<file path="src/rtl/param_rv_fifo_pkg.sv">
// Shared definitions for param_rv_fifo: read-mode constants, clog2 and
// elaboration-time parameter legality checks.
package fifo_defs;

  localparam int FIFO_MODE_STD  = 0;
  localparam int FIFO_MODE_FWFT = 1;

  function automatic int clog2(input int value);
    int r = 0;
    while ((1 << r) < value) r++;
    return r;
  endfunction

  function automatic bit depth_ok(input int depth);
    return (depth >= 2) && ((depth & (depth - 1)) == 0);
  endfunction

  function automatic bit thresholds_ok(input int depth, input int af, input int ae);
    return (af >= 1) && (af <= depth) && (ae >= 0) && (ae <= depth - 1);
  endfunction

endpackage

</file>
<file path="src/rtl/param_rv_fifo_ram.sv">
// Width x Depth storage: synchronous write port, asynchronous read port.
module fifo_ram #(
  parameter int Width     = 8,
  parameter int Depth     = 16,
  parameter int AddrWidth = 4
) (
  input  logic                 clk_i,
  input  logic                 we_i,
  input  logic [AddrWidth-1:0] waddr_i,
  input  logic [Width-1:0]     wdata_i,
  input  logic [AddrWidth-1:0] raddr_i,
  output logic [Width-1:0]     rdata_o
);

  logic [Width-1:0] mem_q [Depth];

  always_ff @(posedge clk_i) begin
    if (we_i) mem_q[waddr_i] <= wdata_i;
  end

  assign rdata_o = mem_q[raddr_i];

endmodule

</file>
<file path="src/rtl/param_rv_fifo.sv">
// Parametrised ready/valid FIFO with FWFT or standard read mode, almost
// thresholds, write acknowledge and sticky overflow/underflow flags.
module param_rv_fifo
  import fifo_defs::*;
#(
  parameter int  Width             = 8,
  parameter int  Depth             = 16,
  parameter int  FWFT              = FIFO_MODE_FWFT,
  parameter int  AlmostFullThresh  = 14,
  parameter int  AlmostEmptyThresh = 2,
  localparam int CountWidth        = clog2(Depth) + 1
) (
  input  logic                  Clock,
  input  logic                  Reset,
  input  logic [Width-1:0]      InData,
  input  logic                  InValid,
  output logic                  InReady,
  output logic [Width-1:0]      OutData,
  output logic                  OutValid,
  input  logic                  OutReady,
  output logic [CountWidth-1:0] Count,
  output logic                  AlmostFull,
  output logic                  AlmostEmpty,
  output logic                  WrAck,
  output logic                  Overflow,
  output logic                  Underflow,
  input  logic                  ClearFlags
);

  localparam int AddrWidth = clog2(Depth);

  if (!depth_ok(Depth)) begin : g_bad_depth
    $error("param_rv_fifo: Depth must be a power of two and at least 2");
  end
  if (!thresholds_ok(Depth, AlmostFullThresh, AlmostEmptyThresh)) begin : g_bad_thresh
    $error("param_rv_fifo: almost-full/almost-empty threshold out of range");
  end

  logic [CountWidth-1:0] wr_ptr_q, wr_ptr_d, rd_ptr_q, rd_ptr_d, count_q, count_d;
  logic                  wr_ack_q, ovf_q, ovf_d, udf_q, udf_d;
  logic                  full, empty, wr_en, pop;
  logic [Width-1:0]      head;

  // Pointers carry an extra wrap bit so full and empty are distinguishable.
  assign empty = (wr_ptr_q == rd_ptr_q);
  assign full  = (wr_ptr_q[AddrWidth-1:0] == rd_ptr_q[AddrWidth-1:0]) &&
                 (wr_ptr_q[AddrWidth] != rd_ptr_q[AddrWidth]);
  assign wr_en = InValid && !full;
  assign pop   = OutReady && !empty;

  always_comb begin
    wr_ptr_d = wr_en ? wr_ptr_q + CountWidth'(1) : wr_ptr_q;
    rd_ptr_d = pop ? rd_ptr_q + CountWidth'(1) : rd_ptr_q;
    count_d  = count_q;
    case ({wr_en, pop})
      2'b10:   count_d = count_q + CountWidth'(1);
      2'b01:   count_d = count_q - CountWidth'(1);
      default: count_d = count_q;
    endcase
    // A new event in the same cycle as ClearFlags keeps the flag set.
    ovf_d = (ovf_q && !ClearFlags) || (InValid && full);
    udf_d = (udf_q && !ClearFlags) || (OutReady && empty);
  end

  always_ff @(posedge Clock) begin
    if (!Reset) begin
      wr_ptr_q <= '0;
      rd_ptr_q <= '0;
      count_q  <= '0;
      wr_ack_q <= 1'b0;
      ovf_q    <= 1'b0;
      udf_q    <= 1'b0;
    end else begin
      wr_ptr_q <= wr_ptr_d;
      rd_ptr_q <= rd_ptr_d;
      count_q  <= count_d;
      wr_ack_q <= wr_en;
      ovf_q    <= ovf_d;
      udf_q    <= udf_d;
    end
  end

  fifo_ram #(
    .Width    (Width),
    .Depth    (Depth),
    .AddrWidth(AddrWidth)
  ) u_ram (
    .clk_i  (Clock),
    .we_i   (wr_en),
    .waddr_i(wr_ptr_q[AddrWidth-1:0]),
    .wdata_i(InData),
    .raddr_i(rd_ptr_q[AddrWidth-1:0]),
    .rdata_o(head)
  );

  if (FWFT == FIFO_MODE_FWFT) begin : g_fwft
    assign OutValid = !empty;
    assign OutData  = head;
  end else begin : g_std
    logic [Width-1:0] out_data_q;
    logic             out_valid_q;

    // Data register is not reset; it simply holds the last popped entry.
    always_ff @(posedge Clock) begin
      if (!Reset) out_valid_q <= 1'b0;
      else        out_valid_q <= pop;
      if (Reset && pop) out_data_q <= head;
    end

    assign OutValid = out_valid_q;
    assign OutData  = out_data_q;
  end

  assign InReady     = !full;
  assign Count       = count_q;
  assign AlmostFull  = (count_q >= CountWidth'(AlmostFullThresh));
  assign AlmostEmpty = (count_q <= CountWidth'(AlmostEmptyThresh));
  assign WrAck       = wr_ack_q;
  assign Overflow    = ovf_q;
  assign Underflow   = udf_q;

endmodule

</file>
<file path="config.mk">
export PLATFORM = sky130hd
export DESIGN_NAME = param_rv_fifo
export DESIGN_NICKNAME = d
export VERILOG_FILES = /design/src/rtl/param_rv_fifo_pkg.sv /design/src/rtl/param_rv_fifo_ram.sv /design/src/rtl/param_rv_fifo.sv
export SDC_FILE = /design/constraint.sdc
export NUM_CORES = 1
export LEC_CHECK = 0
export CORE_MARGIN = 3
export CORE_UTILIZATION = 30
export CTS_CLUSTER_SIZE = 28
export DETAILED_ROUTE_END_ITERATION = 10
export PLACE_DENSITY = 0.44
export SLEW_MARGIN = 0
export SYNTH_ARGS = -nofsm -noshare
export SYNTH_HDL_FRONTEND = slang
export SYNTH_SLANG_ARGS = --single-unit
export TNS_END_PERCENT = 20
</file>
<file path="constraint.sdc">
create_clock -name Clock -period 6.1 [get_ports Clock]
set_clock_uncertainty 0.15 [all_clocks]
set_input_delay 0.915 -clock Clock [delete_from_list [all_inputs] [get_ports Clock]]
set_output_delay 0.915 -clock Clock [all_outputs]
set_load 0.01 [all_outputs]
</file>
Word-level counts from Yosys, hierarchy flattened
Memories as Yosys holds them, arrays and structs flattened. A register that Yosys moved wholly into a read port is not among the register bits. Index checks and enable logic that the tools add are counted.

Eq/ne operators: 5. Reductions and logical operators: 13. Add/subtract/negate cells: 4. Bitwise gates (word level): 0. Multiplexer cells: 5. Multiply operators: 0. Magnitude comparators: 2. Shifts and indexed selects: 0. Divide/modulo/power cells: 0.

Operator list (number): adder 5 x 1 -> 5 bit, second input constant (3); one-hot mux 5 bit (2 select lines) (1); two-way mux 4 bit (2); logical AND 1 bit (7); == test 5 bit (1); greater-or-equal comparator 5 x 4 -> 1 bit, second input constant (1); less-or-equal comparator 5 x 2 -> 1 bit, second input constant (1); subtractor 5 x 1 -> 5 bit, second input constant (1); == test 4 bit (1); zero test 1 bit (3); == test 2 x 1 -> 1 bit, second input constant (1); == test 2 bit, second input constant (1); logical OR 1 bit (2); two-way mux 1 bit (2); nonzero test 2 bit (1); != test 1 bit (1).

Register bits after elaboration: 18. Output and inout port bits: 20. RAM bits: 128. Memories kept: 1. Latch bits: 0. Bits of input ports: 13. ROM bits: 0. Logic and storage cells: 36.

Memories: u_ram.mem_q (words 16, width 8, rd ports 1, clocked after Yosys merged registers in 1, wr ports 1, line param_rv_fifo_ram.sv:15) `logic [Width-1:0] mem_q [Depth];`.

Depth between registers and ports, before layout
Word-level depth: 6. Mapped depth: 14. Gate-level depth less buffers: 11.

Cells and area by module
A second synthesis with hierarchy kept.

Cells, all modules: 330. Area total of the unflattened synthesis: 5958.2 um2.

By module, submodules not included: fifo_ram (seq. area each 3843.7 um2, cells each 221, area an instance 4987.3 um2, times used 1); param_rv_fifo (seq. area each 360.3 um2, cells each 109, area an instance 970.9 um2, times used 1).

Worst setup path after synthesis
OpenSTA, ideal clock, no wires.

Path kind: input-to-reg. Start: input port InValid. End: register count_q[2], in the netlist Count[2]. Stages: 12. Data required time: 5.880 ns. Slack: 3.035 ns. Arrival: 2.845 ns. Setup time: 0.070 ns. Path buffers: 2. Cells stage by stage: inv_1 > a21oi_2 > buf_2 > inv_1 > ha_1 > clkbuf_1 > xor2_1 > ha_1 > a21oi_1 > xnor2_1 > or3_1 > a21oi_1.

Longest elaborated chain between the ends: 3. Elaborated cells on any way between the ends: 5. Those cells by class: 2 x eq/ne; 1 x mux; 2 x reduce/logical.

RTL lines: from (decl) (line param_rv_fifo.sv:16) `input logic InValid,`; logical AND 1 bit * (line param_rv_fifo.sv:48) `assign wr_en = InValid && !full;`; == test 2 x 1 -> 1 bit or == test 2 bit (tied branches) (line param_rv_fifo.sv:55) `case ({wr_en, pop})`; one-hot mux 5 bit (2 select lines) or nonzero test 2 bit (tied branches); to (signal assigned) (line param_rv_fifo.sv:76) `count_q <= count_d;`; to (decl) (line param_rv_fifo.sv:39) `logic [CountWidth-1:0] wr_ptr_q, wr_ptr_d, rd_ptr_q, rd_ptr_d, count_q, count_d;`.

Every way passes the cells marked *; elsewhere a longest branch is shown, timed or not. A chain may end at the register's enable or synchronous reset.

==> impl_metrics.env <==
export IMPL_drive_above_1_share=0.1632
export IMPL_slowest_stage="dfxtp_2"
export IMPL_vias_per_cell=4.887
export IMPL_dieArea_um2=22540
export IMPL_drc_errors=0
export IMPL_synth_warning_count=0
export IMPL_start_util=0.3071
export IMPL_nets=394
export IMPL_hold_buffers=0
export IMPL_crit_path_cell_trace="buf_4 -> mux4_1 -> mux4_2 -> clkdlybuf4s50_1"
export IMPL_wl_per_cell_um=21.50
export IMPL_antenna_found_initial=0
export IMPL_p_leak_nw=2.372
export IMPL_grt_max_degree=33
export IMPL_synth_area_leaders="edfxtp_1 (62%), mux4_2 (9.4%), dfxtp_1 (7.1%), mux4_1 (5.9%), ha_1 (1.6%)"
export IMPL_start_kind="flip-flop"
export IMPL_die_h_um=150.1
export IMPL_worst_slew_pin_slew_ps=949.4
export IMPL_hp_class="reg2reg"
export IMPL_slowest_delay_ps=760
export IMPL_cp_data_arrival_time_ps=3180
export IMPL_drt_iter0_markers=294
export IMPL_end_kind="output pin"
export IMPL_outcome="finished clean"
export IMPL_cts_resized=0
export IMPL_ys_seq_area_frac=0.6873
export IMPL_synth_cell_types=46
export IMPL_synth_seq_cells=150
export IMPL_critPathKind="reg2out"
export IMPL_crit_fanout=17
export IMPL_track_usage=0.1330
export IMPL_io_buffer_count=32
export IMPL_fmax_ghz=0.2354
export IMPL_setup_viol=0
export IMPL_first_pass_iters=4
export IMPL_slew_headroom=0.3651
export IMPL_syn_cell_area_um2=6233
export IMPL_syn_num_nets=359
export IMPL_rsz0062_at_grt="no"
export IMPL_clk_pin_slew_worst_paths_ps=60
export IMPL_routed_wl_um=14100
export IMPL_cts_setup_buffers=0
export IMPL_fin_setup_tns_ps=0
export IMPL_dp_hpwl_um=8617
export IMPL_post_route_min_period_ps=4249
export IMPL_grt_pass1_vias=3384
export IMPL_cts_tree="yes"
export IMPL_required_ps=5030
export IMPL_yosys_area_top_type="edfxtp_1"
export IMPL_cts_num_sinks=150
export IMPL_die_w_um=150.1
export IMPL_crit_buf_inv=2
export IMPL_cts_buffer_depth=2
export IMPL_synth_edff_count=128
export IMPL_timing_final_max_slew_violations=0
export IMPL_clk_latency_ps=420
export IMPL_core_um2=20300
export IMPL_synthToLayoutAreaGrowth_pct=17.34
export IMPL_finalCritPeriodShare=0.6965
export IMPL_post_place_ws_ps=2160
export IMPL_insertedDiodeCount=0
export IMPL_synthArstFlopShare=0
export IMPL_hold_violations=0
export IMPL_clock_root_buffer="clkbuf_16"
export IMPL_ys_flop_type="edfxtp_1"
export IMPL_cts_made_buffers=17
export IMPL_grt_pass1_wl_um=21140
export IMPL_rows=52
export IMPL_num_io_pins=33
export IMPL_cts_max_level=4
export IMPL_dp_cells=624
export IMPL_layout_setup_ws_ps=1851
export IMPL_hold_slack_ps=345.7
export IMPL_ir_worst_vdd_v=0.0001781
export IMPL_final_antenna_net_count=0
export IMPL_synth_cells=338
export IMPL_overflow=0
export IMPL_fin_cells=656
export IMPL_max_cap_violations=0
export IMPL_vias=3206
export IMPL_synth_area_per_cell_um2=18.44
export IMPL_synth_top_area_share=0.6166
export IMPL_cp_top_family="multiplexers"
export IMPL_power_density_nw_per_um2=337.2
export IMPL_place_gp_congestion=0.7082
## report_power, final
part	switching, mW	internal [mW]	total, mW
combinational	0.154	0.187	0.341
sequential	0.0455	1.14	1.19
clock	0.421	0.519	0.940
## registers in the layout, summed over array words and instances (netlist names), named ones only
| signal | flops |
|---|---|
| Count | 5 |
| wr_ptr_q | 5 |
| u_ram.mem_q | 128 |
| WrAck | 1 |
| Underflow | 1 |
| Overflow | 1 |
| rd_ptr_q | 5 |
## per-layer routing
layer | part of all wire | track usage | vias up
met3 | 0.034 | 0.03221 | 13
met4 | 0.010 | 0.04163 | 0
met2 | 0.48 | 0.2127 | 75
met1 | 0.47 | 0.1803 | 1667
met5 | 0 | 0 | -
li1 | - | - | 1451
## cell type report
cell class | count | area [µm²]
clock buffer | 17 | 425.4
clock inverter | 15 | 103.9
fill | 1955 | 12990
inverter | 11 | 41.29
multi-input combinational | 158 | 1778
sequential | 150 | 4285
tap | 270 | 337.8
timing repair buffer | 35 | 342.8
## worst min-delay path, stage by stage, from the launching register on
cell     delay (ps)
dfxtp_1         320
a32oi_1          60
nor2_1           80
## cell families (layout without fill, tap and decap cells)
family	count (synthesis)	after routing	synth area share
flip-flops	150	150	0.6873
AND/OR/NAND/NOR	65	65	0.05861
multiplexers	50	50	0.1690
buffers and inverters	30	78	0.02750
AO/OA/AOI/OAI	25	25	0.02750
XOR/XNOR	10	10	0.01405
adder cells (fa/ha/maj)	8	8	0.01606
## cells in the mapped netlist (all sizes together) (2+ instances only)
cell type,count
mux2i,10
buf,12
and3,15
xnor2,6
or3,2
nor2,6
a31oi,2
a21oi,6
and2,2
a22oi,2
nand4,6
clkbuf,7
o21ai,3
dfxtp,22
mux4,40
o211ai,5
inv,11
edfxtp,128
xor2,4
nand2b,5
a32oi,2
nor2b,2
nor4,2
nand2,12
nand3,6
ha,8
## layout by cell type, fill, tap and decap left out, types with 3 or more instances in the layout
master,count
a21oi_1,5
and3_1,15
buf_4,3
clkbuf_16,17
clkdlybuf4s50_1,32
clkinv_1,3
clkinvlp_4,6
dfxtp_1,21
edfxtp_1,128
ha_1,8
inv_1,10
inv_6,3
mux2i_1,10
mux4_1,14
mux4_2,26
nand2_1,12
nand2b_1,5
nand3_1,6
nand4_1,6
nor2_1,6
o211ai_1,5
o21ai_0,3
xnor2_1,6
xor2_1,4
## final timing paths
check | slack [ps] | cells after the start | startpoint | end
worst max-delay path | 1850 | 4 | flip-flop | OutData[1]
worst min-delay path | 350 | 2 | Underflow | Underflow
worst min register to register | 350 | 2 | Underflow | Underflow
worst max register to register | 2650 | 11 | wr_ptr_q[2] | Count[4]
## per-stage QoR
step                cell area (µm²)  power [mW]  utilization
global placement               6785       1.551       0.3343
global route                   7315       2.572       0.3603
detailed placement             6785       1.555       0.3343
CTS                            7315       2.496       0.3603
floorplan                      6233       1.429            -
finish                         7315       2.466       0.3603
No activity file was read; power rests on OpenSTA's default activity.
